===== src/rtl/alu_pipe.sv =====
// Handshaked ALU stage between register-file read and writeback: single-cycle ops plus an
// iterative shift-add multiply, registered result and Z/N/V flags, valid/ready on both sides.
module alu_pipe #(
  parameter int WIDTH = 16,
  parameter int SHW   = 4
) (
  input  logic             clk,
  input  logic             reset,
  input  logic             in_valid,
  output logic             in_ready,
  input  logic [WIDTH-1:0] Ain,
  input  logic [WIDTH-1:0] Bin,
  input  logic [2:0]       ALUop,
  output logic             out_valid,
  input  logic             out_ready,
  output logic [WIDTH-1:0] out,
  output logic             Z,
  output logic             N,
  output logic             V,
  output logic             busy
);

  // state | meaning
  // IDLE  | accepting operands, single-cycle ops complete here
  // MUL   | shift-add multiply running, one multiplier bit per cycle
  typedef enum logic {IDLE, MUL} state_t;

  localparam logic [2:0] OP_ADD  = 3'b000;
  localparam logic [2:0] OP_SUB  = 3'b001;
  localparam logic [2:0] OP_AND  = 3'b010;
  localparam logic [2:0] OP_NOTB = 3'b011;
  localparam logic [2:0] OP_OR   = 3'b100;
  localparam logic [2:0] OP_XOR  = 3'b101;
  localparam logic [2:0] OP_SHL  = 3'b110;
  localparam logic [2:0] OP_MUL  = 3'b111;

  state_t                 state_q, state_d;
  logic [2*WIDTH-1:0]     acc_q, mcand_q, acc_next;
  logic [WIDTH-1:0]       b_q;
  logic [SHW-1:0]         cnt_q;
  logic [WIDTH-1:0]       sum, diff, alu_res, res_d;
  logic                   alu_v, v_d;
  logic                   accept, start_mul, load_alu, load_mul;

  assign in_ready = (state_q == IDLE) & (~out_valid | out_ready) & ~reset;
  assign accept   = in_valid & in_ready;
  assign busy     = (state_q == MUL);

  assign sum      = Ain + Bin;
  assign diff     = Ain - Bin;
  // Multiplicand is pre-shifted and the multiplier shifted right, so bit 0 is always the live bit.
  assign acc_next = acc_q + (b_q[0] ? mcand_q : '0);

  always_comb begin
    alu_res = '0;
    alu_v   = 1'b0;
    case (ALUop)
      OP_ADD: begin
        alu_res = sum;
        alu_v   = (Ain[WIDTH-1] == Bin[WIDTH-1]) & (sum[WIDTH-1] != Ain[WIDTH-1]);
      end
      OP_SUB: begin
        alu_res = diff;
        alu_v   = (Ain[WIDTH-1] != Bin[WIDTH-1]) & (diff[WIDTH-1] != Ain[WIDTH-1]);
      end
      OP_AND:  alu_res = Ain & Bin;
      OP_NOTB: alu_res = ~Bin;
      OP_OR:   alu_res = Ain | Bin;
      OP_XOR:  alu_res = Ain ^ Bin;
      OP_SHL:  alu_res = Ain << Bin[SHW-1:0];
      default: alu_res = '0;
    endcase
  end

  always_comb begin
    state_d   = state_q;
    start_mul = 1'b0;
    load_alu  = 1'b0;
    load_mul  = 1'b0;
    case (state_q)
      IDLE: begin
        if (accept) begin
          if (ALUop == OP_MUL) begin
            start_mul = 1'b1;
            state_d   = MUL;
          end else begin
            load_alu = 1'b1;
          end
        end
      end
      MUL: begin
        if (cnt_q == '0) begin
          load_mul = 1'b1;
          state_d  = IDLE;
        end
      end
      default: state_d = IDLE;
    endcase
  end

  assign res_d = load_mul ? acc_next[WIDTH-1:0] : alu_res;
  assign v_d   = load_mul ? (|acc_next[2*WIDTH-1:WIDTH]) : alu_v;

  always_ff @(posedge clk) begin
    if (reset) begin
      state_q   <= IDLE;
      acc_q     <= '0;
      mcand_q   <= '0;
      b_q       <= '0;
      cnt_q     <= '0;
      out       <= '0;
      Z         <= 1'b0;
      N         <= 1'b0;
      V         <= 1'b0;
      out_valid <= 1'b0;
    end else begin
      state_q <= state_d;
      if (start_mul) begin
        mcand_q <= {{WIDTH{1'b0}}, Ain};
        b_q     <= Bin;
        acc_q   <= '0;
        cnt_q   <= SHW'(WIDTH - 1);
      end else if (state_q == MUL) begin
        acc_q   <= acc_next;
        mcand_q <= mcand_q << 1;
        b_q     <= b_q >> 1;
        cnt_q   <= cnt_q - SHW'(1);
      end
      if (load_alu | load_mul) begin
        out       <= res_d;
        Z         <= (res_d == '0);
        N         <= res_d[WIDTH-1];
        V         <= v_d;
        out_valid <= 1'b1;
      end else if (out_ready) begin
        out_valid <= 1'b0;
      end
    end
  end

endmodule


===== config.mk =====
export PLATFORM = sky130hd
export DESIGN_NAME = alu_pipe
export DESIGN_NICKNAME = d
export VERILOG_FILES = /design/src/rtl/alu_pipe.sv
export SDC_FILE = /design/constraint.sdc
export NUM_CORES = 1
export LEC_CHECK = 0
export ABC_AREA = 1
export BUFFER_PORTS_ARGS = -buffer_cell sky130_fd_sc_hd__clkbuf_2
export CAP_MARGIN = 10
export CORE_ASPECT_RATIO = 1.4
export CORE_MARGIN = 3
export CORE_UTILIZATION = 32
export CTS_BUF_LIST = sky130_fd_sc_hd__clkbuf_8
export CTS_CLUSTER_SIZE = 14
export DETAILED_ROUTE_END_ITERATION = 10
export GPL_ROUTABILITY_DRIVEN = 0
export SYNTH_ARGS = -nofsm -noshare
export SYNTH_HDL_FRONTEND = slang
export SYNTH_SLANG_ARGS = --single-unit

===== constraint.sdc =====
create_clock -name clk -period 3.65 [get_ports clk]
set_input_delay 0.1825 -clock clk [delete_from_list [all_inputs] [get_ports clk]]
set_output_delay 0.1825 -clock clk [all_outputs]
set_load 0.03 [all_outputs]

After elaboration in Yosys (flattened, before gate mapping):

Cells that the tools add are included.

* flip-flop bits (word level): 105
* bits of input ports: 39
* output and inout port bits: 22
* word-level logic and storage cells: 71

* add/sub/neg operators: 4
* equal/unequal tests: 11
* shifts and indexed selects: 1
* multiplexer cells: 23
* bitwise logic cells: 14
* reductions and logical operators: 7

Operators with widths (count)
* $pmux W16 S7: 1
* $mux W16: 5
* $add A32 B32 Y32: 1
* $mux W32: 1
* $add A16 B16 Y16: 1
* $and A16 B16 Y16: 1
* $logic_not A16 Y1: 1
* $not A16 Y16: 1
* $or A16 B16 Y16: 1
* $reduce_or A16 Y1: 1
* $shl A16 B4 Y16: 1
* $sub A16 B16 Y16: 1
* $xor A16 B16 Y16: 1
* $eq A3 B3 Y1 const B: 4
* $mux W1: 12
* $mux W4: 2
* $eq A3 B2 Y1 const B: 2
* $and A1 B1 Y1: 5
* $logic_not A4 Y1: 1
* $pmux W1 S2: 2
* $reduce_bool A2 Y1: 2
* $sub A4 B1 Y4 const B: 1
* $eq A3 B1 Y1 const B: 1
* $logic_not A3 Y1: 1
* other kinds (5): 10

Logic depth before layout (Yosys ltp):

Gate-level depths: netlist of run 1.

* depth after elaboration: 9
* mapped depth: 21

Worst setup path before layout of run 1:

No wires, ideal clock.

* path kind: flip-flop to flip-flop
* from: reg b_q[0]
* to: reg V
* library setup time: 0.128 ns
* data arrival time: 2.287 ns
* required time: 3.522 ns
* setup slack: 1.235 ns
* stages on the path, launching flop included: 22
* buffers on the path: 2
* period minus slack after synthesis: 2.415 ns
* cells stage by stage: dfxtp_1 -> clkbuf_1 -> clkbuf_1 -> nand2_1 -> inv_1 -> ha_1 -> nand2_1 -> inv_1 -> a21oi_1 -> inv_1 -> a21oi_1 -> nand2_1 -> nand2_1 -> nand2_1 -> nand2_1 -> nand2_1 -> nor2_1 -> nand2_1 -> nor2_1 -> nand3_1 -> nand2_1 -> a21oi_1

* cells in the longest elaborated chain, start to end: 4

Ends and longest elaborated chain
* start: declaration: RTL line 39 `logic [WIDTH-1:0] b_q;`
* start signal: assignment: RTL line 120 `b_q <= Bin;`
* start signal: assignment: RTL line 126 `b_q <= b_q >> 1;`
* $mux W32: RTL line 52 `assign acc_next = acc_q + (b_q[0] ? mcand_q : '0);`
* $add A32 B32 Y32: RTL line 52
* $reduce_or A16 Y1: RTL line 102 `assign v_d = load_mul ? (|acc_next[2*WIDTH-1:WIDTH]) : alu_v;`
* $mux W1: RTL line 102
* end signal: assignment: RTL line 133 `V <= v_d;`
* end: declaration: RTL line 19 `output logic V,`

Every way passes these cells.
A chain may end at the register's enable or synchronous reset.

Worst setup path after layout of run 1:

Ends and elaborated chain as after synthesis.

==> out/results.ini, run 1 <==
[status]
outcome=finished, final reports clean

[routing]
routedWlPerCell_um=15.5
firstDrtPassIters=5
wirelength_um=34300
drcViolationCount=0
antenna_left=0
vias=11200
drt_iter0_markers=771
viasPerCell=5.07

[final_layout]
fin_util=0.353
antenna_cells=0
layout-drive-gt1-share=0.0647
layout.nets=1944
n_fill_cell=3594
final_cells=2213
area_growth_pct=7.35

[power]
p_clk_frac=0.292
power_density_nw_per_um2=256
switching_power_mw=1.08
switching_share=0.383
pwr-share-seq=0.421
comb_power_share=0.287
p_leak_nw=5.96
power.internal_mw=1.74
peakVddDrop_mv=0.159

[grt]
grt_pass1_vias=10700
grt_first_pass_wirelength_um=54700
grtUsageTotal=0.199
grt-ovfl-total=0
antenna_found_initial=0
grt_max_degree=71

[synthesis]
synth_area_um2=10200
synth_cell_types=41
synth_largest_area_cell=nand2_1
synthAdderAreaFrac=0.108
syn_nets=1928
yosysTopAreaCellShare=0.217
synth_compound_area_frac=0.142
yosysWarnings=0
synth_common_cells=nand2_1 (593), inv_1 (283), nor2_1 (182)
synthXorXnorAreaFrac=0.0111
synthTopCellsByArea=nand2_1 (22%), dfxtp_1 (20%), inv_1 (10%)
ys.flop_type=dfxtp_1
yosys.area_share.simple=0.391
synthMuxAreaShare=0
synth-edff-count=0
ys_ff_latch=104
synthArstFlopShare=0
synth-seq-area-share=0.203
yosysMostFrequentCell=nand2_1
synth_top_family_by_area=simple AND/OR/NAND/NOR gates
synth.avg_cell_area_um2=5.69
synthCells=1802

[timing]
setup_viol=0
fin_crit_sh=0.911
final-hold-violation-count=0
finClkSkew_ps=17.0
max-slew-margin-rel=0.512
finalWorstSetupSlack_ps=324
worst_pin_slew_ps=732
min_period_ps=3330
rsz0062_at_grt=false
drv_slew=0
finalSetupTns_ps=0
clock.fmax_ghz=0.301

[place]
post-place-ws_ps=380
placed_cells=2197
port_buffers=60
post-dp-hpwl_um=27800

[die]
dieArea_um2=34200
die_x_um=157
die_h_um=218
num_rows=76
io_pins=61
initial_utilization=0.329
core_area_um2=31200

[flow_run]
max_cap_violations=0

[clocking]
cts_sinks=104
cts_buffers=9
post_cts_buffers=0
cts_root_buf=clkbuf_8
clock_path_buffers=2
cts_resized=0
clk_latency_ps=420
clk_pin_slew_ps=120
hold_buffers=0
cts_tree=yes
h-tree-depth=3

[worst_setup_path]
path_class=flop to flop
crit_path_end_kind=flop
r2r_setup_slack_ps=320
cp_max_fo=16
cp.arrival_ps=3630
start_kind=flop
cp.required_ps=3950

[min_path]
min_path_type=input pin to flop

[placed cells by master, fill, tap and decap left out, types with 2 or more instances in the layout]
| master | count |
|---|---|
| nand2_1 | 593 |
| inv_1 | 283 |
| nor2_1 | 181 |
| nand3_1 | 152 |
| a21oi_1 | 110 |
| dfxtp_1 | 103 |
| ha_1 | 84 |
| o21ai_0 | 60 |
| clkbuf_2 | 60 |
| o211ai_1 | 21 |
| a31oi_1 | 20 |
| nand4_1 | 19 |
| a22oi_1 | 13 |
| buf_4 | 13 |
| inv_2 | 11 |
| o22ai_1 | 11 |
| o21bai_1 | 10 |
| clkbuf_8 | 9 |
| o21ai_1 | 8 |
| xnor2_1 | 7 |
| xor2_1 | 6 |
| nor3_1 | 5 |
| nor2_2 | 5 |
| and2_1 | 5 |
| nand3b_1 | 5 |
| a21oi_2 | 3 |
| fa_1 | 3 |
| inv_6 | 3 |
| nor4_1 | 2 |
| nand3_2 | 2 |
| nor3_2 | 2 |
| inv_8 | 2 |
[power groups by stage]
| stage | Clock (mW) | Combinational, mW | Sequential (mW) |
|---|---|---|---|
| 2_1_floorplan | 0 | 0.525 | 1.24 |
| 3_3_place_gp | 0 | 0.794 | 1.21 |
| 3_5_place_dp | 0 | 0.797 | 1.21 |
| 4_1_cts | 0.845 | 0.801 | 1.19 |
| 5_1_grt | 0.882 | 0.901 | 1.19 |
| 6_report | 0.822 | 0.809 | 1.19 |
[routing by layer]
layer | vias up | track usage | routed length (um) | part of all wire
met1 | 5105 | 0.221 | 13600 | 0.40
met2 | 305 | 0.369 | 17800 | 0.52
li1 | 5715 | - | - | -
met5 | - | 0 | 0 | 0
met3 | 97 | 0.0206 | 1230 | 0.036
met4 | 0 | 0.101 | 1750 | 0.051
[cell families after synthesis]
kind of cell               count (synthesis)
AOI/OAI and AO/OA                        258
buffers and inverters                    364
adders and majority gates                 87
DFF                                      104
xor gates and xnor gates                  13
and+or+nand+nor                          976
[flip-flops by register name, indices dropped and copies added, names as in the netlist]
name	cells
b_q	16
cnt_q	4
out	16
V	1
out_valid	1
acc_q	32
mcand_q	32
busy	1
Z	1
[critical path, cell delays in order (launching register included)]
cell and delay (ps):
dfxtp_1 710, buf_4 280, nand2_1 70, inv_1 50
ha_1 280, nand2_1 90, inv_1 60, a21oi_1 250
inv_1 90, o21ai_0 310, nand3_1 140, nand2_1 80
nand2_1 70, nor2_1 170, nand2_1 90, nor2_1 200
nand3_1 100, nand2_1 90, a21oi_1 70
[per-stage QoR]
| step | hold slack [ps] | total power [mW] | instance area (um^2) |
|---|---|---|---|
| finish | 64.7 | 2.82 | 11000 |
| global route | 63.7 | 2.98 | 11000 |
| CTS | 56.9 | 2.83 | 11000 |
| detailed placement | 457 | 2.01 | 10800 |
| global placement | 453 | 2.01 | 10800 |
| floorplan | 332 | 1.76 | 10200 |
[final cells by class]
type,instances,area [um^2],share of cell area
clock buffer,9,124,0.0113
clock inverter,7,95.1,0.00864
inverter,296,1110,0.101
multi-input combinational,1334,6700,0.609
sequential,104,2090,0.190
tap,390,488,0.0443
timing repair buffer,73,398,0.0362
[final timing paths]
check        cells past startpoint    start          to
max                             18   b_q[0]           V
min                              3   Ain[0]  mcand_q[0]
max reg2reg                     18   b_q[0]           V
min reg2reg                      2  b_q[15]     b_q[15]
No activity file was read; power rests on OpenSTA's default activity.
==> run 2: changes to the inputs <==
==> constraint.sdc (replaced) <==
create_clock -name clk -period 3.6 [get_ports clk]
set_input_delay 0.18 -clock clk [delete_from_list [all_inputs] [get_ports clk]]
set_output_delay 0.18 -clock clk [all_outputs]
set_load 0.03 [all_outputs]
==> out/results.ini, run 2 (synthesized netlist as in run 1, its figures left out) <==
[clocking]
cts_tree=yes
cts_resized=0  ; unchanged
cts_root_buf=clkbuf_8
post_cts_buffers=0  ; unchanged
clock_path_buffers=2  ; unchanged
cts_buffers=9  ; unchanged
h-tree-depth=3  ; unchanged
cts_sinks=104  ; unchanged
clk_latency_ps=410  ; about the same
hold_buffers=0  ; unchanged
clk_pin_slew_ps=110  ; about the same

[worst_setup_path]
timing.rr.end=Z
crit_buf_inv=1  ; -3
path_delay_family=simple AND/OR/NAND/NOR gates
crit_path_end_kind=flop
slowest_stage=dfxtp_1
r2r_setup_slack_ps=500  ; +170 ps
max_stage_delay_ps=500  ; -210 ps
path_cells=nand2_1 > inv_1 > ha_1 > fa_1 > nand3_1 > nand2_1 > nand3_1 > nand3b_1 > xnor2_1 > nor2_1 > a21oi_1 > nand2_1 > nor2_1 > nand3_1 > a21oi_1
cp_max_fo=16  ; unchanged
path_class=flop to flop
start_kind=flop
r2r_cells=15  ; -3
cp.required_ps=3950  ; about the same
r2r-start=b_q[0]
worst-path-stages=15  ; -3
cp.arrival_ps=3450  ; -180 ps

[timing]
max-slew-margin-rel=0.509  ; -0.00232
worst_pin_slew_ps=736  ; +3.48 ps
finClkSkew_ps=14.5  ; -2.48 ps
finalSetupTns_ps=0  ; unchanged
finalWorstSetupSlack_ps=495  ; +171 ps
min_period_ps=3100  ; -221 ps
rsz0062_at_grt=false
final-hold-violation-count=0  ; unchanged
drv_slew=0  ; unchanged
fin_crit_sh=0.862  ; -0.0487
setup_viol=0  ; unchanged
clock.fmax_ghz=0.322  ; +7.1%

[grt]
grtUsageTotal=0.197  ; -0.00168
antenna_found_initial=0  ; unchanged
grt_max_degree=69  ; -2.8%
grt-ovfl-total=0  ; unchanged
grt_first_pass_wirelength_um=54100  ; -1.1%
grt_pass1_vias=10800  ; +0.20%

[final_layout]
final_cell_mix=nand2_1 (593), inv_1 (283), nor2_1 (181), nand3_1 (152), a21oi_1 (110)
layout-drive-gt1-share=0.0642  ; -0.000513
antenna_cells=0  ; unchanged
final_common_cell=nand2_1
layout.nets=1943  ; -0.051%
biggestRegsByFlops=acc_q: 32 flops, mcand_q: 32 flops
area_growth_pct=6.96

[die]
die_x_um=157  ; unchanged
initial_utilization=0.329  ; unchanged
num_rows=76  ; unchanged
io_pins=61  ; unchanged
core_area_um2=31200  ; unchanged
die_h_um=218  ; unchanged
dieArea_um2=34200  ; unchanged

[min_path]
min_path_cells=3  ; unchanged
min_path_type=input pin to flop
hp-start=Bin[8]
hold_end=b_q[8]

[status]
outcome=finished, final reports clean

[power]
switching_power_mw=1.07  ; -1.1%
switching_share=0.388  ; +0.00499
pwr-share-seq=0.438  ; +0.017
p_clk_frac=0.268  ; -0.024
power.internal_mw=1.68  ; -3.2%
comb_power_share=0.294  ; +0.007
peakVddDrop_mv=0.155  ; -2.5%
power_density_nw_per_um2=251  ; -2.1%
p_leak_nw=5.93  ; -0.50%

[routing]
drt_iter0_markers=753  ; -2.3%
viasPerCell=5.08  ; +0.24%
drcViolationCount=0  ; unchanged
vias=11200  ; +0.20%
wirelength_um=33900  ; -1.3%
firstDrtPassIters=5  ; unchanged
antenna_left=0  ; unchanged
routedWlPerCell_um=15.3  ; -1.3%

[place]
port_buffers=60  ; unchanged
post-dp-hpwl_um=27400  ; -1.7%
post-place-ws_ps=503  ; +123 ps

[flow_run]
max_cap_violations=0  ; unchanged

run 2: layout make-up:
| class | count | area, um^2 |
|---|---|---|
| Tap cell | 390 | 488 |
| Multi-Input combinational cell | 1334 | 6700 |
| Clock buffer | 9 | 124 |
| Inverter | 296 | 1110 |
| Timing Repair Buffer | 72 | 390 |
| Clock inverter | 7 | 62.6 |
| Sequential cell | 104 | 2090 |
| Fill cell | 3547 | 20200 |
run 2: how the worst max path moves through the flow:
stage                       from      end  slack [ps]
after floorplan           b_q[0]        V        1190
after global placement    b_q[0]  out[15]         490
after detailed placement  b_q[0]        Z         500
after CTS                 b_q[0]  out[15]         460
after global routing      b_q[0]        Z         100
final                     b_q[0]        Z         500
run 2: power groups by stage:
stage	Clock, mW	Sequential [mW]	Combinational (mW)
floorplan	0	1.26	0.532
global placement	0	1.23	0.796
detailed placement	0	1.23	0.800
CTS	0.768	1.21	0.803
global route	0.808	1.21	0.899
finish	0.736	1.20	0.810
run 2: stage by stage:
step           cells  hold WS (ps)  area, um^2  total power [mW]  utilization
2_1_floorplan   1802           329       10200              1.79            -
3_3_place_gp    2196           450       10800              2.03        0.346
3_5_place_dp    2196           460       10800              2.03        0.346
4_1_cts         2212          52.2       11000              2.78        0.351
5_1_grt         2212          79.5       11000              2.92        0.351
6_report        2212          76.7       11000              2.75        0.351
run 2: routing by layer:
layer,share of wire,track usage,vias up
met1,0.39,0.221,5089
li1,-,-,5714
met5,0,0,-
met4,0.043,0.0889,0
met3,0.041,0.0179,92
met2,0.52,0.370,349
run 2: tightest hold or removal path, cell delays in order:
cell      delay [ps]
clkbuf_2         120
nand2_1           70
a31oi_1           70
==> run 3: changes to the inputs <==
--- a/config.mk
+++ b/config.mk
@@ -6,7 +6,7 @@
 export NUM_CORES = 1
 export LEC_CHECK = 0
 export ABC_AREA = 1
-export BUFFER_PORTS_ARGS = -buffer_cell sky130_fd_sc_hd__clkbuf_2
+export BUFFER_PORTS_ARGS = -buffer_cell sky130_fd_sc_hd__buf_4
 export CAP_MARGIN = 10
 export CORE_ASPECT_RATIO = 1.4
 export CORE_MARGIN = 3
==> out/results.ini, run 3 (synthesized netlist as in run 1, its figures left out) <==
[power]
switching_power_mw=1.12  ; +5.1%
comb_power_share=0.295  ; about the same
report.power.total_mw=2.84  ; +3.4%
pwr-share-seq=0.423  ; -0.015
p_leak_nw=5.99  ; +1.0%
power.internal_mw=1.72  ; +2.2%
peakVddDrop_mv=0.176  ; +13%
power_density_nw_per_um2=255  ; +1.7%
switching_share=0.395  ; +0.00665
p_clk_frac=0.281  ; +0.013

[grt]
grt_max_degree=66  ; -4.3%
grt_first_pass_wirelength_um=55800  ; +3.1%
grt-ovfl-total=0  ; unchanged
grt_pass1_vias=11000  ; +1.7%
antenna_found_initial=0  ; unchanged
grtUsageTotal=0.204  ; +0.00650

[timing]
rsz0062_at_grt=false
min_period_ps=3330  ; +227 ps
fin_crit_sh=0.926  ; +0.0632
final-hold-violation-count=0  ; unchanged
finClkSkew_ps=16.2  ; +1.72 ps
finalSetupTns_ps=0  ; unchanged
worst_pin_slew_ps=739  ; +2.99 ps
clock.fmax_ghz=0.300  ; -6.8%
finalWorstSetupSlack_ps=268  ; -227 ps
setup_viol=0  ; unchanged
max-slew-margin-rel=0.507  ; -0.00199
drv_slew=0  ; unchanged

[die]
die_x_um=157  ; unchanged
io_pins=61  ; unchanged
initial_utilization=0.329  ; unchanged
dieArea_um2=34200  ; unchanged
die_h_um=218  ; unchanged
num_rows=76  ; unchanged
core_area_um2=31200  ; unchanged

[routing]
firstDrtPassIters=6  ; +1
drcViolationCount=0  ; unchanged
antenna_left=0  ; unchanged
routedWlPerCell_um=15.7  ; +2.3%
wirelength_um=34700  ; +2.4%
viasPerCell=5.08  ; about the same
vias=11300  ; +0.062%
drt_iter0_markers=678  ; -10%

[clocking]
clk_latency_ps=420  ; about the same
cts_sinks=104  ; unchanged
cts_buffers=9  ; unchanged
clk_pin_slew_ps=130  ; +20 ps
cts_tree=yes
h-tree-depth=3  ; unchanged
hold_buffers=0  ; unchanged
cts_resized=0  ; unchanged
post_cts_buffers=0  ; unchanged
clock_path_buffers=2  ; unchanged
cts_root_buf=clkbuf_8

[worst_setup_path]
path_cells=nand2_1 > inv_1 > ha_1 > fa_1 > nand3_1 > nand2_1 > nand2_1 > nand2_1 > nand2_1 > nand2_1 > xnor2_1 > nor2_1 > a21oi_1 > nand2_1 > nor2_1 > nand3_1 > a21oi_1
cp.arrival_ps=3690  ; +240 ps
r2r_setup_slack_ps=270  ; -230 ps
r2r-start=b_q[0]
crit_path_end_kind=flop
timing.rr.end=Z
cp.required_ps=3960  ; about the same
cp_max_fo=16  ; unchanged
r2r_cells=17  ; +2
path_class=flop to flop
max_stage_delay_ps=520  ; +20 ps
slowest_stage=dfxtp_1
crit_buf_inv=1  ; unchanged
start_kind=flop
path_delay_family=simple AND/OR/NAND/NOR gates
crit_path_frequent_cell=nand2_1

[place]
post_dp_cell_area_um2=10900  ; +1.5%
post-dp-hpwl_um=27800  ; +1.5%
post-place-ws_ps=405  ; -98.6 ps
port_buffers=60  ; unchanged

[final_layout]
biggestRegsByFlops=acc_q: 32 flops, mcand_q: 32 flops
final_common_cell=nand2_1
antenna_cells=0  ; unchanged
layout.nets=1944  ; +0.051%
layout-drive-gt1-share=0.0647  ; +0.000513
area_growth_pct=8.72
fin_area_um2=11100  ; +1.6%
final_cell_mix=nand2_1 (593), inv_1 (283), nor2_1 (181), nand3_1 (152), a21oi_1 (110)

[min_path]
hp-start=Ain[0]
min_path_type=input pin to flop
hold_end=mcand_q[0]
min_path_cells=3  ; unchanged

[status]
outcome=finished, final reports clean

[flow_run]
max_cap_violations=0  ; unchanged

==> run 3: changes by cell type in the layout (fill, tap and decap cells not counted), sizes merged <==
cell / before / now
buf: 12 / 73
clkbuf: 69 / 9
clkinv: 1 / 4
clkinvlp: 3 / 1
inv: 299 / 298
==> run 3: how the worst max path moves through the flow <==
stage	from	to	slack [ps]	cells past startpoint
after floorplan	b_q[0]	V	1190	21
after global placement	b_q[0]	Z	420	17
after detailed placement	b_q[0]	Z	400	17
after CTS	b_q[0]	Z	360	17
after global routing	b_q[0]	Z	50	17
final	b_q[0]	Z	270	17
==> run 3: metal layers <==
metal  track usage  part of all wire
met1         0.231              0.40
met2         0.375              0.52
met3        0.0212             0.037
met4        0.0964             0.048
met5             0                 0
==> run 3: final cells by class <==
| cell class | instances | area [um^2] |
|---|---|---|
| fill | 3547 | 20000 |
| multi-input combinational | 1334 | 6700 |
| sequential | 104 | 2090 |
| inverter | 296 | 1110 |
| timing repair buffer | 73 | 548 |
| tap | 390 | 488 |
| clock buffer | 9 | 124 |
| clock inverter | 7 | 85.1 |
==> run 3: tightest hold or removal path: cells and delay by family <==
family	cells	cell delay, ps
compound gates	1	60
buf+inv	1	140
simple gates	1	70
==> run 3: power by group through the flow <==
stage	registers, mW	logic (mW)	clock network [mW]
6_report	1.20	0.840	0.799
5_1_grt	1.21	0.934	0.877
4_1_cts	1.20	0.831	0.827
3_5_place_dp	1.23	0.827	0
3_3_place_gp	1.23	0.824	0
2_1_floorplan	1.26	0.532	0
==> run 3: through the flow <==
step                      std cells  utilization  hold WS (ps)
after floorplan                1802            -           329
after CTS                      2213        0.357          36.9
after detailed placement       2197        0.351           455
final                          2213        0.357          60.2
after global placement         2197        0.351           452
after global routing           2213        0.357          56.1
